File: src/rtl/flash_cal_pkg.sv
// Shared types and helpers for the flash ADC comparator offset calibration sequencer.
// Optional build macro: CAL_MAJORITY_EN (3-sample majority bit decision).
package flash_cal_pkg;

    localparam int TRIM_W = 5;
    localparam int CODE_W = 6;

    typedef enum logic [2:0] {
        IDLE,
        SETUP,
        APPLY,
        SETTLE,
        SAMPLE,
        WRITE,
        DONE
    } cal_state_t;

    // Offset-binary u to signed code u-32; flipping the MSB is the subtraction.
    // u=0 would give -32, which the trim bus cannot express, so it saturates to -31.
    function automatic logic signed [CODE_W-1:0] code_from_u(input logic [CODE_W-1:0] u);
        if (u == '0) begin
            return 6'sb100001;
        end
        return {~u[CODE_W-1], u[CODE_W-2:0]};
    endfunction

endpackage

File: src/rtl/flash_cal_trim_map.sv
// Signed trim code to split left/right magnitude bus; also used by the trim register
// file readout so both paths agree on the mapping.
module flash_cal_trim_map
    import flash_cal_pkg::*;
(
    input  logic signed [CODE_W-1:0] code,
    output logic        [TRIM_W-1:0] b_left,
    output logic        [TRIM_W-1:0] b_right
);

    logic [TRIM_W-1:0] neg_mag;

    always_comb begin
        // -32 never reaches here (code_from_u saturates), so 5 bits hold the magnitude.
        neg_mag = TRIM_W'(-code);
        b_left  = '0;
        b_right = '0;
        if (code[CODE_W-1]) begin
            b_left = neg_mag;
        end else begin
            b_right = code[TRIM_W-1:0];
        end
    end

endmodule

File: src/rtl/flash_cal_sequencer.sv
// Foreground offset calibration of the comparator bank: 6-bit SAR search per comparator.
// Optional build macro: CAL_MAJORITY_EN (each bit decided by majority of 3 samples).
module flash_cal_sequencer
    import flash_cal_pkg::*;
#(
    parameter int NUM_COMP   = 4,
    parameter int SEL_W      = 2,
    parameter int SETTLE_CYC = 4
) (
    input  logic                     clk,
    input  logic                     rst,
    input  logic                     start,
    input  logic                     abort,
    input  logic                     cap_out,
    output logic                     cal_mode,
    output logic [SEL_W-1:0]         comp_sel,
    output logic [TRIM_W-1:0]        b_left,
    output logic [TRIM_W-1:0]        b_right,
    output logic                     wr_en,
    output logic [SEL_W-1:0]         wr_addr,
    output logic signed [CODE_W-1:0] wr_code,
    output logic                     cal_busy,
    output logic                     cal_done
);

    localparam int CNT_W = $clog2(SETTLE_CYC + 1);

    cal_state_t               state_reg;
    logic [CODE_W-1:0]        u_reg;
    logic [2:0]               bit_reg;
    logic [CNT_W-1:0]         cnt_reg;

    logic                     cal_mode_reg;
    logic [SEL_W-1:0]         comp_sel_reg;
    logic [TRIM_W-1:0]        b_left_reg;
    logic [TRIM_W-1:0]        b_right_reg;
    logic                     wr_en_reg;
    logic [SEL_W-1:0]         wr_addr_reg;
    logic signed [CODE_W-1:0] wr_code_reg;
    logic                     cal_busy_reg;
    logic                     cal_done_reg;

    logic [CODE_W-1:0]        bit_mask;
    logic [CODE_W-1:0]        u_trial;
    logic [CODE_W-1:0]        u_dec;
    logic signed [CODE_W-1:0] trial_code;
    logic [TRIM_W-1:0]        map_left;
    logic [TRIM_W-1:0]        map_right;
    logic                     sample_last;
    logic                     bit_keep;

`ifdef CAL_MAJORITY_EN
    logic [1:0]               smp_reg;
    logic [1:0]               smp_cnt_reg;
`endif

    always_comb begin
        bit_mask   = CODE_W'(1) << bit_reg;
        u_trial    = u_reg | bit_mask;
        trial_code = code_from_u(u_trial);
`ifdef CAL_MAJORITY_EN
        sample_last = (smp_cnt_reg == 2'd2);
        bit_keep    = (smp_reg[0] & smp_reg[1]) | (cap_out & (smp_reg[0] | smp_reg[1]));
`else
        sample_last = 1'b1;
        bit_keep    = cap_out;
`endif
        u_dec = bit_keep ? u_reg : (u_reg & ~bit_mask);
    end

    flash_cal_trim_map u_trim_map (
        .code    (trial_code),
        .b_left  (map_left),
        .b_right (map_right)
    );

    always_ff @(posedge clk or posedge rst) begin
        if (rst) begin
            state_reg    <= IDLE;
            u_reg        <= '0;
            bit_reg      <= 3'd5;
            cnt_reg      <= '0;
            cal_mode_reg <= 1'b0;
            comp_sel_reg <= '0;
            b_left_reg   <= '0;
            b_right_reg  <= '0;
            wr_en_reg    <= 1'b0;
            wr_addr_reg  <= '0;
            wr_code_reg  <= '0;
            cal_busy_reg <= 1'b0;
            cal_done_reg <= 1'b0;
`ifdef CAL_MAJORITY_EN
            smp_reg      <= '0;
            smp_cnt_reg  <= '0;
`endif
        end else begin
            wr_en_reg    <= 1'b0;
            wr_addr_reg  <= '0;
            wr_code_reg  <= '0;
            cal_done_reg <= 1'b0;
            // abort outranks every transition, including a pending write
            if (abort && state_reg != IDLE) begin
                state_reg    <= IDLE;
                u_reg        <= '0;
                bit_reg      <= 3'd5;
                cnt_reg      <= '0;
                cal_mode_reg <= 1'b0;
                comp_sel_reg <= '0;
                b_left_reg   <= '0;
                b_right_reg  <= '0;
                cal_busy_reg <= 1'b0;
            end else begin
                case (state_reg)
                    IDLE: begin
                        if (start && !abort) begin
                            state_reg    <= SETUP;
                            comp_sel_reg <= '0;
                            cal_mode_reg <= 1'b1;
                            cal_busy_reg <= 1'b1;
                        end
                    end
                    SETUP: begin
                        u_reg     <= '0;
                        bit_reg   <= 3'd5;
                        state_reg <= APPLY;
                    end
                    APPLY: begin
                        u_reg       <= u_trial;
                        b_left_reg  <= map_left;
                        b_right_reg <= map_right;
                        cnt_reg     <= CNT_W'(SETTLE_CYC);
                        state_reg   <= SETTLE;
                    end
                    SETTLE: begin
                        if (cnt_reg == CNT_W'(1)) begin
                            state_reg <= SAMPLE;
`ifdef CAL_MAJORITY_EN
                            smp_cnt_reg <= '0;
`endif
                        end else begin
                            cnt_reg <= cnt_reg - CNT_W'(1);
                        end
                    end
                    SAMPLE: begin
`ifdef CAL_MAJORITY_EN
                        if (!sample_last) begin
                            smp_reg     <= {smp_reg[0], cap_out};
                            smp_cnt_reg <= smp_cnt_reg + 2'd1;
                        end
`endif
                        if (sample_last) begin
                            u_reg <= u_dec;
                            if (bit_reg == 3'd0) begin
                                state_reg   <= WRITE;
                                wr_en_reg   <= 1'b1;
                                wr_addr_reg <= comp_sel_reg;
                                wr_code_reg <= code_from_u(u_dec);
                                b_left_reg  <= '0;
                                b_right_reg <= '0;
                            end else begin
                                bit_reg   <= bit_reg - 3'd1;
                                state_reg <= APPLY;
                            end
                        end
                    end
                    WRITE: begin
                        if (comp_sel_reg == SEL_W'(NUM_COMP - 1)) begin
                            state_reg    <= DONE;
                            cal_mode_reg <= 1'b0;
                            cal_done_reg <= 1'b1;
                        end else begin
                            comp_sel_reg <= comp_sel_reg + SEL_W'(1);
                            state_reg    <= SETUP;
                        end
                    end
                    DONE: begin
                        state_reg    <= IDLE;
                        comp_sel_reg <= '0;
                        cal_busy_reg <= 1'b0;
                    end
                    default: begin
                        state_reg <= IDLE;
                    end
                endcase
            end
        end
    end

    assign cal_mode = cal_mode_reg;
    assign comp_sel = comp_sel_reg;
    assign b_left   = b_left_reg;
    assign b_right  = b_right_reg;
    assign wr_en    = wr_en_reg;
    assign wr_addr  = wr_addr_reg;
    assign wr_code  = wr_code_reg;
    assign cal_busy = cal_busy_reg;
    assign cal_done = cal_done_reg;

endmodule

File: config.mk
export PLATFORM = sky130hd
export DESIGN_NAME = flash_cal_sequencer
export DESIGN_NICKNAME = d
export VERILOG_FILES = /design/src/rtl/flash_cal_pkg.sv /design/src/rtl/flash_cal_trim_map.sv /design/src/rtl/flash_cal_sequencer.sv
export SDC_FILE = /design/constraint.sdc
export NUM_CORES = 1
export LEC_CHECK = 0
export CELL_PAD_IN_SITES_DETAIL_PLACEMENT = 1
export CELL_PAD_IN_SITES_GLOBAL_PLACEMENT = 1
export CORE_ASPECT_RATIO = 0.5
export CORE_UTILIZATION = 45
export DETAILED_ROUTE_END_ITERATION = 10
export PLACE_DENSITY = 0.86
export SLEW_MARGIN = 0
export SYNTH_ARGS = -nofsm -noshare
export SYNTH_HDL_FRONTEND = slang
export SYNTH_HIERARCHICAL = 1
export SYNTH_SLANG_ARGS = --single-unit
File: constraint.sdc
create_clock -name clk -period 5.1 [get_ports clk]
set_clock_uncertainty 0.1 [all_clocks]
set_input_delay 1.02 -clock clk [delete_from_list [all_inputs] [get_ports clk]]
set_output_delay 1.02 -clock clk [all_outputs]
set_load 0.03 [all_outputs]
# Yosys cells after proc, flatten, opt, wreduce, memory -nomap -nowiden
# Index checks and enable logic that the tools add are counted.
# totals
wordCells,113
out_inout_bits,24
mem_count,0
regBits,39
romBits,0
ramBits,0
latchBits,0
input_bits,5
# op_classes
magnitude_cmp,0
n_mux,53
eq_ne,15
bitwise,5
shift,1
reduce_logical,22
n_addsub,4
n_div,0
n_mul,0
# ops
cell,n
6-bit 2-to-1 mux,9
3-bit 2-to-1 mux,9
5-bit 2-to-1 mux,5
"3-bit != test, second input constant",7
5-bit case mux with 2 select lines,2
3-bit case mux with 6 select lines,1
6-bit case mux with 3 select lines,1
3-bit nonzero test,6
1-bit 2-to-1 mux,15
6-bit logical NOT,2
2-bit 2-to-1 mux,6
3-bit case mux with 2 select lines,2
2-bit AND reduction,5
"3-bit == test, second input constant",3
4-bit nonzero test,2
6-bit AND,1
"3-bit by 1-bit == test with 1-bit output, second input constant",2
"3-bit by 2-bit == test with 1-bit output, second input constant",2
3-bit logical NOT,2
6-bit NOT,1
6-bit OR,1
2-bit case mux with 3 select lines,1
3-bit AND reduction,2
"1-bit by 3-bit << shifter with 6-bit output, first input constant",1
8 further kinds,12

# Logic depth before layout (Yosys ltp)
# logic_depth
ltp_word,13
mapped_depth,11
mapped_depth_nobuf,11

# Cells and area by module
# The synthesis kept the hierarchy.
# by_module_without_submodules
mod,instances,seq_area_each_um2,area_each_um2,cells_per_inst
flash_cal_sequencer,1,978.4,2297.2,236
flash_cal_trim_map,1,0.0,127.6,20

# Least setup slack after synthesis
# Ideal clock, no wire load.
# synth_path
kind,register to register
from,reg bit_reg[0]
to,reg b_left_reg[4] (netlist: b_left[4])
setup_time_ns,0.079
path_slack_ns,2.520
required_time_ns,4.921
n_path_buf,0
synth_period_minus_slack_ns,2.580
t_arrival_ns,2.401
stages_incl_launch_ff,11
cell_sequence,dfstp_2 > inv_1 > ha_1 > or4_1 > o41ai_1 > inv_1 > ha_1 > nor3b_1 > mux2i_1 > nand2_1 > mux2i_1
# synth_via
elab_chain_len,9
word_cells_on_any_way,13
cone_classes,add/sub: 1; eq/ne: 1; shift: 1; mux: 5; bitwise: 2; reduce/logical: 3
# synth_lines
element,line,rtl
start: declaration,flash_cal_sequencer.sv:30,logic [2:0] bit_reg;
start signal: assignment,flash_cal_sequencer.sv:161,bit_reg <= bit_reg - 3'd1;
1-bit by 3-bit << shifter with 6-bit output *,flash_cal_sequencer.sv:58,bit_mask = CODE_W'(1) << bit_reg;
6-bit OR *,flash_cal_sequencer.sv:59,u_trial = u_reg | bit_mask;
6-bit logical NOT,flash_cal_pkg.sv:21,if (u == '0) begin
1-bit 2-to-1 mux,flash_cal_pkg.sv:21,
6-bit 2-to-1 mux *,flash_cal_pkg.sv:24,"return {~u[CODE_W-1], u[CODE_W-2:0]};"
net trial_code[0],flash_cal_sequencer.sv:46,logic signed [CODE_W-1:0] trial_code;
5-bit negator *,flash_cal_trim_map.sv:15,neg_mag = TRIM_W'(-code);
5-bit 2-to-1 mux *,flash_cal_trim_map.sv:18,if (code[CODE_W-1]) begin
net map_left[4],flash_cal_sequencer.sv:47,logic [TRIM_W-1:0] map_left;
5-bit case mux with 2 select lines *,flash_cal_sequencer.sv:113,case (state_reg)
5-bit 2-to-1 mux *,flash_cal_sequencer.sv:102,if (abort && state_reg != IDLE) begin
end signal: assignment,flash_cal_sequencer.sv:129,b_left_reg <= map_left;
end: declaration,flash_cal_sequencer.sv:35,logic [TRIM_W-1:0] b_left_reg;
# Mark *: on every way through the listed nets, which the timed path passes. The rest lies on a longest branch.
# A chain may end at the register's enable or synchronous reset.

# Worst setup path after layout
# Same ends and word-level chain as after synthesis.

==> flow_summary.rst <==
.. list-table::
   :header-rows: 1

   * - Metric
     - Value
   * - Run status
     - finished, final reports clean
   * - Sw Ratio
     - between 30% and 40%
   * - Initial antenna violation count
     - 0
   * - Cts-stage hold buffer count
     - 0
   * - CTS tree
     - done
   * - Start-to-end type of the worst setup path
     - flip-flop to flip-flop
   * - Source of the worst hold timing path
     - b_left[0]$_DFFE_PP0P_
   * - Number of remaining DRC errors
     - 0
   * - Sum of net half-perimeters after detailed placement
     - roughly 4200 um
   * - Maxcap violations
     - 0
   * - Die Span Y
     - 53.9 um
   * - Synthesized cell area
     - 0.00242 mm^2
   * - Count of instances resized after the clock tree is built
     - 0
   * - Io pins
     - 29
   * - Number of warnings reported in the yosys synthesis log
     - 6
   * - Critical Path End Type
     - flip-flop
   * - Core area
     - 0.00504 mm^2
   * - Terminus of the critical flop-to-flop path
     - b_left[4]$_DFFE_PP0P_
   * - Filler Cell Count
     - 576
   * - Filler-free cell count of the finished design
     - between 300 and 400
   * - Global placement routability congestion
     - 0.802
   * - Sink count of the clock tree
     - 39
   * - Number of vias in the routed layout
     - around 1900
   * - Number of clock buffers inserted by TritonCTS
     - 5
   * - Routed wirelength normalized by instance count
     - 16.5 um
   * - Worst Hold End
     - b_left[0]$_DFFE_PP0P_
   * - Final Cycle Share
     - 60.1%
   * - Post-synth top flop
     - dfrtp_1
   * - Register bit count reported by yosys
     - 39
   * - Netlist cell types
     - 64
   * - Count of cells along the worst hold path
     - 2
   * - Area Overhead vs Synth
     - 15.4%
   * - R2r worst-path depth
     - 10
   * - Worst reg2reg startpoint
     - bit_reg[0]$_DFFE_PP1P_
   * - Global-route usage over all layers
     - 22.0%
   * - Share of synthesized flip-flops with an asynchronous set or reset
     - 100%
   * - Relative contribution of sequential cells to total power
     - 43.2%
   * - Max-slew violation total from the final report
     - 0
   * - Worst-path fanout max
     - 6
   * - Die footprint
     - between 0.005 and 0.006 mm^2
   * - Cell taking the most area after synthesis
     - dfrtp_1
   * - Cell Int Power
     - approximately 0.56 mW
   * - Cell Area, Placed
     - 0.00271 mm^2
   * - Largest net degree at the start of global routing
     - 40
   * - Number of flops mapped to enable cells by yosys
     - 0
   * - Relative max-transition margin
     - 42.2%
   * - Avg Synthesized Cell Area
     - 9.47 um^2
   * - Net switching power
     - 0.342 mW
   * - Proportion of power drawn by combinational gates
     - 32.3%
   * - Crit path required time
     - 5.22 ns
   * - Post-route minimum period
     - ~3.1 ns
   * - Crit path arrival time
     - between 3 and 4 ns
   * - Post-route total power
     - 0.903 mW
   * - Final setup violation count
     - 0
   * - Leakage power summed over all cells
     - 1.29 nW
   * - Remaining antenna violation count after routing
     - 0
   * - Unrepaired setup endpoints after global routing
     - false
   * - Endpoints failing hold
     - 0
   * - Maximum vdd ir drop
     - 188 uV
   * - Clk pin slew, worst setup/hold paths
     - around 0.080 ns
   * - Net count of the mapped netlist
     - 270
   * - Count of H-tree levels built during CTS
     - 2
   * - Commonest cells in the synthesized netlist
     - 37 x dfrtp_1, 28 x nand2_1, 22 x inv_1
   * - Cell Rows
     - 18
   * - Most frequent cell after synthesis
     - dfrtp_1
   * - Die boundary width
     - approximately 110 um
   * - Clock Path Buffers
     - 2
   * - Global-route congestion overflow total
     - 0
   * - Effective utilization at floorplan
     - 48.1%
   * - Total iterations of the first detailed-routing run
     - 5
   * - Ranking of synthesized cells by area
     - dfrtp_1 38%, mux2i_1 5.8%, ha_1 4.6%
   * - Clock share of power
     - approximately a quarter
   * - Placed instance count
     - 344
   * - Max frequency
     - 326 MHz
   * - Source-to-sink clock delay at the later pin of the worst-skew pair
     - 0.30 ns
   * - Share of the synthesized area in the top cell type
     - 38.2%
   * - Layout cells sized above 1
     - 9.57%
   * - Wire length of the first global-routing pass
     - 9530 um
   * - Worst hold path class
     - flip-flop to flip-flop
   * - CTS root buf
     - clkbuf_8
   * - Input/output buffers
     - 28
   * - Post-route cell area
     - 0.00280 mm^2
   * - Vias in the first global route
     - around 1900
   * - Vias per cell
     - 5.48
   * - DRT Wirelength
     - approximately 5800 um
   * - Power density over the cells
     - 323 mW/mm^2
   * - Worst Setup Start Kind
     - flip-flop
   * - Summed negative setup slack over all endpoints
     - 0 ns
   * - Sequential share of the synthesized area
     - 40.4%
   * - Buffers inserted by post-CTS timing repair
     - 0
   * - Drt first-iter violations
     - 34
   * - Worst-case register-to-register setup slack
     - 2.04 ns
   * - Antenna cells
     - 0
   * - Slew of the pin with the lowest slew margin
     - 0.867 ns
   * - # nets final
     - roughly 300
   * - Post-synthesis cell count
     - 256
==> metrics by stage <==
step / util [%] / worst slack, ns / hold WS (ns)
5_1_grt: 55.5 / 1.80 / 0.445
2_1_floorplan: - / 2.52 / 0.357
4_1_cts: 55.5 / 2.02 / 0.431
6_report: 55.5 / 2.04 / 0.427
3_3_place_gp: 53.7 / 2.16 / 0.394
3_5_place_dp: 53.7 / 2.06 / 0.413
==> placed cells by master (no fill, tap or decap), drive strengths merged, types with 7 or more instances in the layout <==
master / Yosys / layout
ha: 9 / 9
a21oi: 16 / 16
nand2b: 8 / 8
dfrtp: 37 / 37
o21ai: 16 / 16
clkdlybuf4s50: 0 / 28
mux2i: 14 / 14
inv: 23 / 23
clkbuf: 1 / 7
nand2: 29 / 29
nor2: 18 / 18
nor2b: 9 / 9
==> how the worst max path moves through the flow <==
stage                           start                       to  cells past startpoint  slack, ns
2_1_floorplan  bit_reg[0]$_DFFE_PP1P_    b_left[4]$_DFFE_PP0P_                     10       2.52
3_3_place_gp                    abort  comp_sel[0]$_DFFE_PP0P_                      5       2.16
3_5_place_dp                    abort  comp_sel[0]$_DFFE_PP0P_                      5       2.06
4_1_cts        bit_reg[0]$_DFFE_PP1P_    b_left[4]$_DFFE_PP0P_                     10       2.02
5_1_grt        bit_reg[0]$_DFFE_PP1P_    b_left[4]$_DFFE_PP0P_                     10       1.80
6_report       bit_reg[0]$_DFFE_PP1P_    b_left[4]$_DFFE_PP0P_                     10       2.04
==> worst max-delay path: stages, from the launching register on <==
cell and delay, ns:
dfstp_2 0.58, inv_1 0.12, ha_1 0.29, or4_1 0.43, o41ai_1 0.56, inv_1 0.14, ha_1 0.26, nor3b_1 0.15
mux2i_1 0.16, nand2_1 0.07, mux2i_1 0.12
==> cell families after synthesis <==
| logic type | after synthesis | share of synthesized area (%) |
|---|---|---|
| xor+xnor | 2 | 0.723 |
| buf+inv | 34 | 7.38 |
| flops | 39 | 40.4 |
| compound gates | 57 | 16.1 |
| simple gates | 98 | 23.5 |
| mux | 16 | 6.86 |
| fa+ha+maj | 10 | 5.06 |
==> cell type report <==
cell class / instances / area [um^2] / area share [%]
flip-flops and latches: 39 / 978 / 35.0
multi-input cells: 183 / 1270 / 45.3
repair buffers: 29 / 288 / 10.3
clock inverters: 1 / 5.00 / 0.179
clock buffers: 7 / 86.3 / 3.08
well taps: 70 / 87.6 / 3.13
inverters: 23 / 86.3 / 3.08
==> power by group through the flow <==
stage               clock network (mW)  registers, mW  logic (mW)
finish                           0.222          0.390       0.291
global route                     0.237          0.396       0.319
CTS                              0.226          0.389       0.292
detailed placement                   0          0.396       0.290
global placement                     0          0.393       0.276
floorplan                            0          0.372       0.265
==> per-layer routing <==
metal | wire, um | GRT usage [%] | vias to the layer above
li1 | - | - | 925
met1 | 2850 | 29.4 | 964
met2 | 2700 | 37.1 | 30
met3 | 172 | 4.60 | 10
met4 | 76 | 6.02 | 0
met5 | 0 | 0 | -
Power figures use the tool's default switching activity.
